`config.mk`:
```
export PLATFORM = sky130hd
export DESIGN_NAME = sar_adc_emu_multi_flat
export DESIGN_NICKNAME = d
export VERILOG_FILES = /design/src/rtl/sar_adc_emu_multi_if.sv /design/src/rtl/sar_adc_emu_multi.sv /design/src/flat_wrapper.sv
export SDC_FILE = /design/constraint.sdc
export NUM_CORES = 1
export LEC_CHECK = 0
export ABC_AREA = 1
export BUFFER_PORTS_ARGS = -buffer_cell sky130_fd_sc_hd__clkbuf_2
export CORE_MARGIN = 4
export CORE_UTILIZATION = 49
export DETAILED_ROUTE_END_ITERATION = 16
export HOLD_SLACK_MARGIN = 0.03
export PLACE_DENSITY = 0.69
export SYNTH_ARGS = -nofsm -noshare
export SYNTH_HDL_FRONTEND = slang
export SYNTH_SLANG_ARGS = --single-unit
```
`constraint.sdc`:
```
create_clock -name ADC_CLKIN -period 3.8 [get_ports ADC_CLKIN]
set_input_delay 0.19 -clock ADC_CLKIN [delete_from_list [all_inputs] [get_ports ADC_CLKIN]]
set_output_delay 0.19 -clock ADC_CLKIN [all_outputs]
set_load 0.02 [all_outputs]
```
`src/rtl/sar_adc_emu_multi_if.sv`:
```
// SAR ADC emulator bus: run/config inputs from
// the controller, conversion results back to it.
interface sar_adc_emu_multi_if #(
  parameter int NCH = 8,
  parameter int DW  = 10
);
  localparam int CHW = $clog2(NCH);

  logic           ADC_START;
  logic [1:0]     ADC_MODE;
  logic [NCH-1:0] ADC_CH_EN;
  logic [1:0]     ADC_DIV_SEL;
  logic           ADC_CKOUT;
  logic [DW-1:0]  ADC_DOUT;
  logic [CHW-1:0] ADC_CH_OUT;
  logic           ADC_EOC;
  logic           ADC_BUSY;
  logic           ADC_ERR;

  modport master (
    output ADC_START,
    output ADC_MODE,
    output ADC_CH_EN,
    output ADC_DIV_SEL,
    input  ADC_CKOUT,
    input  ADC_DOUT,
    input  ADC_CH_OUT,
    input  ADC_EOC,
    input  ADC_BUSY,
    input  ADC_ERR
  );

  modport slave (
    input  ADC_START,
    input  ADC_MODE,
    input  ADC_CH_EN,
    input  ADC_DIV_SEL,
    output ADC_CKOUT,
    output ADC_DOUT,
    output ADC_CH_OUT,
    output ADC_EOC,
    output ADC_BUSY,
    output ADC_ERR
  );
endinterface

```
`src/rtl/sar_adc_emu_multi.sv`:
```
// Multi-channel SAR ADC emulator: SAMPLE/CONVERT
// sequencing, scan/continuous modes, counted results.
module sar_adc_emu_multi #(
  parameter int NCH      = 8,
  parameter int DW       = 10,
  parameter int DIV_BASE = 16
) (
  input logic                ADC_CLKIN,
  input logic                ADC_RESETB,
  sar_adc_emu_multi_if.slave bus
);
  localparam int CHW = $clog2(NCH);
  localparam int CW  = DW - CHW;
  localparam int PW  = $clog2(DIV_BASE * 8 + 1);
  localparam int BW  = $clog2(DW);

  typedef enum logic [2:0] {
    S_IDLE,
    S_SAMPLE,
    S_CONV,
    S_DONE,
    S_WAIT_LOW
  } state_t;

  state_t state;
  state_t state_nx;

  logic           start;
  logic [1:0]     mode;
  logic [NCH-1:0] ch_en;
  logic [1:0]     div_sel;

  logic [PW-1:0]  per;
  logic [PW-1:0]  p_sel;
  logic [PW-1:0]  cnt;
  logic           tick;
  logic           half;
  logic           run;
  logic           fin;
  logic           load;

  logic [BW-1:0]  bit_cnt;
  logic [CHW-1:0] ch;
  logic [CHW-1:0] ch_nx;
  logic [CHW-1:0] ch_low;
  logic [CHW-1:0] ch_scan;
  logic [CW-1:0]  cnt_ch [NCH];

  logic           ckout;
  logic [DW-1:0]  dout;
  logic [CHW-1:0] ch_out;
  logic           eoc;
  logic           err;

  assign start   = bus.ADC_START;
  assign mode    = bus.ADC_MODE;
  assign ch_en   = bus.ADC_CH_EN;
  assign div_sel = bus.ADC_DIV_SEL;

  // Next enabled channel strictly after cur,
  // wrapping around; returns cur if mask is empty.
  function automatic logic [CHW-1:0] pick_next(
    input logic [NCH-1:0] m,
    input logic [CHW-1:0] cur
  );
    logic [CHW-1:0] r;
    logic [NCH-1:0] sh;
    logic           hit;
    int             idx;
    r   = cur;
    hit = 1'b0;
    for (int k = 1; k <= NCH; k++) begin
      idx = (int'(cur) + k) % NCH;
      sh  = m >> idx;
      if (!hit && sh[0]) begin
        r   = CHW'(idx);
        hit = 1'b1;
      end
    end
    return r;
  endfunction

  // Searching after the top index lands on the
  // lowest set bit first.
  assign ch_low  = pick_next(ch_en, CHW'(NCH - 1));
  assign ch_scan = pick_next(ch_en, ch);

  assign p_sel = PW'(DIV_BASE) << div_sel;
  assign tick  = (cnt == per - PW'(1));
  assign half  = (cnt == (per >> 1) - PW'(1));
  assign run   = start &&
                 ((state == S_SAMPLE) ||
                  (state == S_CONV));
  assign fin   = start && (state == S_CONV) &&
                 tick && (bit_cnt == '0);

  // State register.
  always_ff @(posedge ADC_CLKIN) begin
    if (!ADC_RESETB) begin
      state <= S_IDLE;
    end else begin
      state <= state_nx;
    end
  end

  // Next state, channel choice and reload strobe.
  always_comb begin
    state_nx = state;
    ch_nx    = ch;
    load     = 1'b0;
    unique case (state)
      S_IDLE: begin
        if (start && (ch_en != '0)) begin
          state_nx = S_SAMPLE;
          ch_nx    = ch_low;
          load     = 1'b1;
        end
      end
      S_SAMPLE: begin
        if (!start) begin
          state_nx = S_IDLE;
        end else if (tick) begin
          state_nx = S_CONV;
        end
      end
      S_CONV: begin
        if (!start) begin
          state_nx = S_IDLE;
        end else if (tick && (bit_cnt == '0)) begin
          state_nx = S_DONE;
        end
      end
      S_DONE: begin
        if (!start) begin
          state_nx = S_IDLE;
        end else begin
          unique case (mode)
            2'b01: begin
              state_nx = S_SAMPLE;
              load     = 1'b1;
            end
            2'b10: begin
              if (ch_en != '0) begin
                state_nx = S_SAMPLE;
                ch_nx    = ch_scan;
                load     = 1'b1;
              end else begin
                state_nx = S_IDLE;
              end
            end
            default: begin
              state_nx = S_WAIT_LOW;
            end
          endcase
        end
      end
      S_WAIT_LOW: begin
        if (!start) begin
          state_nx = S_IDLE;
        end
      end
      default: begin
        state_nx = S_IDLE;
      end
    endcase
  end

  // Freeze period and channel at each new sample.
  always_ff @(posedge ADC_CLKIN) begin
    if (!ADC_RESETB) begin
      per <= PW'(DIV_BASE);
      ch  <= '0;
    end else if (load) begin
      per <= p_sel;
      ch  <= ch_nx;
    end
  end

  // Clock divider, free-running only while busy.
  always_ff @(posedge ADC_CLKIN) begin
    if (!ADC_RESETB) begin
      cnt <= '0;
    end else if (load || !run || tick) begin
      cnt <= '0;
    end else begin
      cnt <= cnt + PW'(1);
    end
  end

  // Conversion clock: high for the second half
  // of each divider period.
  always_ff @(posedge ADC_CLKIN) begin
    if (!ADC_RESETB) begin
      ckout <= 1'b0;
    end else if (run && half) begin
      ckout <= 1'b1;
    end else if (run && !tick) begin
      ckout <= ckout;
    end else begin
      ckout <= 1'b0;
    end
  end

  // Bit counter: loaded leaving SAMPLE, one step
  // per divider tick in CONV.
  always_ff @(posedge ADC_CLKIN) begin
    if (!ADC_RESETB) begin
      bit_cnt <= '0;
    end else if (state == S_SAMPLE && tick) begin
      bit_cnt <= BW'(DW - 1);
    end else if (state == S_CONV && tick &&
                 bit_cnt != '0) begin
      bit_cnt <= bit_cnt - BW'(1);
    end
  end

  // Result capture; EOC is high for the DONE cycle.
  always_ff @(posedge ADC_CLKIN) begin
    if (!ADC_RESETB) begin
      eoc    <= 1'b0;
      dout   <= '0;
      ch_out <= '0;
    end else begin
      eoc <= fin;
      if (fin) begin
        dout   <= {ch, cnt_ch[ch]};
        ch_out <= ch;
      end
    end
  end

  // Per-channel conversion counts, bumped with
  // each completed result.
  always_ff @(posedge ADC_CLKIN) begin
    if (!ADC_RESETB) begin
      for (int i = 0; i < NCH; i++) begin
        cnt_ch[i] <= '0;
      end
    end else if (fin) begin
      cnt_ch[ch] <= cnt_ch[ch] + CW'(1);
    end
  end

  // Error flag: run requested with nothing enabled.
  always_ff @(posedge ADC_CLKIN) begin
    if (!ADC_RESETB) begin
      err <= 1'b0;
    end else begin
      err <= (state == S_IDLE) && start &&
             (ch_en == '0);
    end
  end

  assign bus.ADC_CKOUT  = ckout;
  assign bus.ADC_DOUT   = dout;
  assign bus.ADC_CH_OUT = ch_out;
  assign bus.ADC_EOC    = eoc;
  assign bus.ADC_ERR    = err;
  assign bus.ADC_BUSY   = (state == S_SAMPLE) ||
                          (state == S_CONV) ||
                          (state == S_DONE);
endmodule

```
`src/flat_wrapper.sv`:
```
// flat-port wrapper written by rule: the top's interface ports become plain ports
module sar_adc_emu_multi_flat 
#(
  parameter int NCH      = 8,
  parameter int DW       = 10,
  parameter int DIV_BASE = 16
)
  (ADC_CLKIN, ADC_RESETB, bus_ADC_START, bus_ADC_MODE, bus_ADC_CH_EN, bus_ADC_DIV_SEL, bus_ADC_CKOUT, bus_ADC_DOUT, bus_ADC_CH_OUT, bus_ADC_EOC, bus_ADC_BUSY, bus_ADC_ERR);
  sar_adc_emu_multi_if #(.NCH(NCH), .DW(DW)) bus_i ();
  input logic ADC_CLKIN;
  input logic ADC_RESETB;
  input wire logic [$bits(bus_i.ADC_START)-1:0] bus_ADC_START;
  input wire logic [$bits(bus_i.ADC_MODE)-1:0] bus_ADC_MODE;
  input wire logic [$bits(bus_i.ADC_CH_EN)-1:0] bus_ADC_CH_EN;
  input wire logic [$bits(bus_i.ADC_DIV_SEL)-1:0] bus_ADC_DIV_SEL;
  output wire logic [$bits(bus_i.ADC_CKOUT)-1:0] bus_ADC_CKOUT;
  output wire logic [$bits(bus_i.ADC_DOUT)-1:0] bus_ADC_DOUT;
  output wire logic [$bits(bus_i.ADC_CH_OUT)-1:0] bus_ADC_CH_OUT;
  output wire logic [$bits(bus_i.ADC_EOC)-1:0] bus_ADC_EOC;
  output wire logic [$bits(bus_i.ADC_BUSY)-1:0] bus_ADC_BUSY;
  output wire logic [$bits(bus_i.ADC_ERR)-1:0] bus_ADC_ERR;
  assign bus_i.ADC_START = bus_ADC_START;
  assign bus_i.ADC_MODE = bus_ADC_MODE;
  assign bus_i.ADC_CH_EN = bus_ADC_CH_EN;
  assign bus_i.ADC_DIV_SEL = bus_ADC_DIV_SEL;
  assign bus_ADC_CKOUT = bus_i.ADC_CKOUT;
  assign bus_ADC_DOUT = bus_i.ADC_DOUT;
  assign bus_ADC_CH_OUT = bus_i.ADC_CH_OUT;
  assign bus_ADC_EOC = bus_i.ADC_EOC;
  assign bus_ADC_BUSY = bus_i.ADC_BUSY;
  assign bus_ADC_ERR = bus_i.ADC_ERR;
  sar_adc_emu_multi #(.NCH(NCH), .DW(DW), .DIV_BASE(DIV_BASE)) u_core (.ADC_CLKIN(ADC_CLKIN), .ADC_RESETB(ADC_RESETB), .bus(bus_i));
endmodule
```
======== Yosys cells after proc, flatten, opt, wreduce, memory -nomap -nowiden ========
Memories as Yosys holds them, arrays and structs flattened. A register that Yosys moved wholly into a read port is not among the register bits.
Index checks and enable logic that the tools add are counted.
operators by class
  shifts and indexed selects .............. 9
  bitwise gates (word level) .............. 9
  add/sub/neg operators ................... 13
  eq/ne operators ......................... 17
  multiplexer cells ....................... 63
  reduce and logical (&&, ||, !) cells .... 67
operators with widths
  cell                 count
  $shr 8x32->1         8
  $mux 3               30
  $logic_and 1x1->1    27
  $mux 1               25
  $reduce_or 3->1      8
  $eq 8x8->1           2
  $logic_not 1->1      16
  $pmux 3 s5           1
  $add 3x3->3 const B  4
  $pmux 3 s2           2
  $ne 9x1->1 const B   1
  $add 8x1->8 const B  1
  $and 1x1->1 const A  8
  $logic_not 8->1      1
  $mux 4               2
  $reduce_bool 8->1    1
  $shl 5x2->8 const A  1
  $sub 7x1->8 const B  1
  $sub 8x1->8 const B  1
  $add 7x1->7 const B  1
  $mux 7               1
  $reduce_and 7->1     1
  $reduce_or 7->1      1
  $add 3x1->3 const B  2
  20 further kinds     32
storage, ports and cells
  input port bits ......................... 15
  memories kept ........................... 1
  logic and storage cells ................. 190
  output and inout port bits .............. 17
  RAM bits ................................ 56
  register bits ........................... 42
memory list
  memory         words  width  read ports  clocked after memory_dff  write ports  RTL line                 source
  u_core.cnt_ch  8      7      1           1                         8            sar_adc_emu_multi.sv:47  logic [CW-1:0] cnt_ch [NCH];

======== Logic depth before layout (Yosys ltp) ========
  depth after elaboration ................. 32
  mapped depth ............................ 20
  mapped depth without buffers ............ 19

======== Worst setup path after synthesis ========
No wires, ideal clock.
  path kind ............................... reg-to-reg
  from .................................... register u_core.per[4]
  to ...................................... memory u_core.cnt_ch[3][0] in the netlist's numbering (enable)
  setup slack ............................. 1.411 ns
  data arrival time ....................... 2.065 ns
  cell stages (with the launch flop) ...... 13
  period minus slack after synthesis ...... 2.389 ns
  cells stage by stage .................... dfxtp_1 -> inv_2 -> ha_1 -> xnor2_1 -> nor4_1 -> nand2_1 -> inv_2 -> nand2_2 -> nor2_8 -> inv_4 -> nor2_4 -> nand2_2 -> nand2_1
RTL lines
  what                    RTL line                  source
  from (decl)             sar_adc_emu_multi.sv:33   logic [PW-1:0] per;
  from (signal assigned)  sar_adc_emu_multi.sv:171  per <= PW'(DIV_BASE);
  from (signal assigned)  sar_adc_emu_multi.sv:174  per <= p_sel;
  to (decl)               sar_adc_emu_multi.sv:47

==> flow_metrics.tcl <==
set metrics [dict create \
    synth_edf_count 56 \
    synth_top_area_share_pct 31.5 \
    first_pass_iters 5 \
    hold_viol 0 \
    ys_top_cells_by_area "edfxtp_1 31%, dfxtp_1 14%, nor2_1 9.6%, nand2_1 8.0%, nand3_1 3.9%" \
    finalPower_mw 2.44 \
    achievable-frequency_ghz 0.344 \
    top_usage_layer "met2" \
    syn-num-nets 674 \
    worstPathMaxFanout 18 \
    tightest_slew_ns 0.708 \
    cts_sinks 94 \
    yosysWarnings 0 \
    dieArea_sq_um 12600 \
    hp-class "in2reg" \
    rsz0062_at_grt "false" \
    cts_buffer_depth 2 \
    final_antenna_net_count 0 \
    fin_setup_tns_ns 0 \
    grt_use_met2_pct 34.0 \
    postLayoutCoreUtil_pct 55.2 \
    cts_max_level 3 \
    layout_setup_ws_ns 0.889 \
    finalSetupViolCount 0 \
    avgSynthCellArea_sq_um 8.25 \
    synth_top_cell_by_area "edfxtp_1" \
    synth_cells 647 \
    die_h_um 112 \
    grt_max_degree 33 \
    placed_cells 799 \
    power.density_nw_per_um2 423 \
    fin_cells 815 \
    cp_num_buf_inv 3 \
    fin_hold_ws_ns 0.0807 \
    cts_root_buf "clkbuf_8" \
    cts_tree "built" \
    end_kind "register" \
    synthesis.area_sq_um 5340 \
    yosys_most_used_dff "edfxtp_1" \
    syn2layout_area_growth_pct 8.20 \
    drive_gt1_share_pct 15.8 \
    drc 0 \
    yosysSeqAreaShare_pct 45.7 \
    cts_made_buffers 9 \
    dpl_worst_slack_ns 0.905 \
    gp_congestion 0.911 \
    vias 4355 \
    core_sq_um 10500 \
    async_reset_ff_share_pct 0 \
    holdBufCountCts 0 \
    p_leak_nw 2.53 \
    cts_setup_buffers 0 \
    routed_wl_mm 12.6 \
    clkTransAtPathRegs_ns 0.09 \
    synth_most_common_cell "nor2_1" \
    fin_area_sq_um 5780 \
    num_io_pins 32 \
    finalCriticalPeriod_ns 2.91 \
    track_usage_pct 20.6 \
    crit_path_top_delay_cell "dfxtp_1" \
    synth_cell_types 45 \
    initial_utilization_pct 51.0 \
    post_cts_resized 0 \
    slew_headroom_pct 52.8 \
    gr-usage-met1_pct 27.7 \
    gr-usage-met3_pct 3.77 \
    die_x_um 112 \
    synth.ff_latch_count 94 \
    drv_cap 0 \
    critical_path.max_stage_delay_ns 0.39 \
    fin_crit_sh_pct 76.6 \
    row_count 37 \
    crit_arrival_ns 2.96 \
    vias_per_cell 5.34 \
    worstPathCellList "inv_2, ha_1, xnor2_1, nor4_1, nand2_1, inv_2, nand2_2, nor2_8, inv_4, nor2_8, nand2_2, nand2_1" \
    ir_drop_uv 236 \
    n_antenna_cell 0 \
    dpl.hpwl_mm 9.49 \
    crit_type "reg2reg" \
    worst_skew_pair.late_latency_ns 0.38 \
    cp.required_ns 3.85 \
    critPathTopFamily "simple AND/OR/NAND/NOR gates" \
    placed_cell_area_sq_um 5570 \
    numPortBuffers 31 \
    grt_pass1_wl_mm 20.9 \
    drv_slew 0 \
    status "completed" \
    antenna_found_initial 0 \
    wl_per_cell_um 15.4 \
    fin_nets 701 \
    cp-start-kind "register" \
    overflow 0 \
    drt_iter0_markers 265 \
    first_global_vias 4298 \
    yosys-top-cells-count "136 x nor2_1, 114 x nand2_1, 56 x edfxtp_1" \
    fin_skew_ns 0.00699 \
]
logic make-up (layout without fill, tap and decap cells):
kind of cell    after synthesis  after routing  share of synthesized area [%]
simple gates                343            343                           30.3
flops                        94             94                           45.7
compound gates               93             93                           9.98
buf+inv                      85            117                           7.05
xor+xnor                     19             19                           3.96
fa+ha+maj                    12             12                           2.81
mux                           1              1                          0.187
report_power, final:
part	leakage [nW]	internal, mW	switching [mW]
Combinational	1.54	0.180	0.430
Clock	0.104	0.343	0.355
Sequential	0.886	1.11	0.0285
Total	2.53	1.63	0.813
final timing paths:
kind	endpoint	cells after the start	slack [ns]	from
worst max-delay path	u_core.cnt_ch[2][3]	12	0.89	u_core.per[4]
worst min-delay path	u_core.per[5]	3	0.08	bus_ADC_DIV_SEL[0]
worst max register to register	u_core.cnt_ch[2][3]	12	0.89	u_core.per[4]
worst min register to register	u_core.cnt[0]	1	0.45	u_core.cnt[0]
worst register-to-register path, cell delays in order, from the launching register on:
cell	delay, ns
dfxtp_1	0.39
inv_2	0.08
ha_1	0.34
xnor2_1	0.14
nor4_1	0.29
nand2_1	0.15
inv_2	0.12
nand2_2	0.10
nor2_8	0.24
inv_4	0.12
nor2_8	0.15
nand2_2	0.15
nand2_1	0.31
registers in the layout, indices dropped and copies added, names as in the netlist, named ones only:
| name | count |
|---|---|
| u_core.bus.ADC_EOC | 1 |
| u_core.ch | 3 |
| u_core.bus.ADC_CKOUT | 1 |
| u_core.bit_cnt | 4 |
| u_core.cnt | 8 |
| u_core.cnt_ch | 56 |
| u_core.state | 3 |
| u_core.bus.ADC_DOUT | 8 |
| u_core.bus.ADC_ERR | 1 |
| u_core.bus.ADC_CH_OUT | 2 |
| u_core.per | 4 |
layout make-up:
cell class                 instances  area, sq um
multi-input combinational        468         2520
timing repair buffer              35          185
sequential                        94         2440
tap                              136          170
clock inverter                     5         56.3
fill                            1022         4690
clock buffer                      11          153
inverter                          66          250
cells in the final DEF (no fill, tap or decap), types with 4 or more instances in the layout:
cell type and n:
clkbuf_8 9, nand4_1 4, nand3_1 42, nand3_2 8, xnor2_1 5, inv_2 11, nor3_1 7, nand2_1 114
dfxtp_1 38, o22ai_1 10, buf_4 4, a21oi_1 19, nor2_1 136, edfxtp_1 56, ha_1 12, nor2_8 4
inv_1 52, o21ai_1 7, xor2_1 8, nand2_2 14, o211ai_1 4, clkbuf_2 31, xnor2_2 4, o21ai_0 39
per-layer routing:
layer	vias up	part of all wire [%]	wire length (um)
met5	-	0	0
met4	0	2.2	277
met3	23	5.5	692
met2	144	48	6050
met1	1995	44	5560
li1	2193	-	-
No activity file was read; power rests on OpenSTA's default activity.
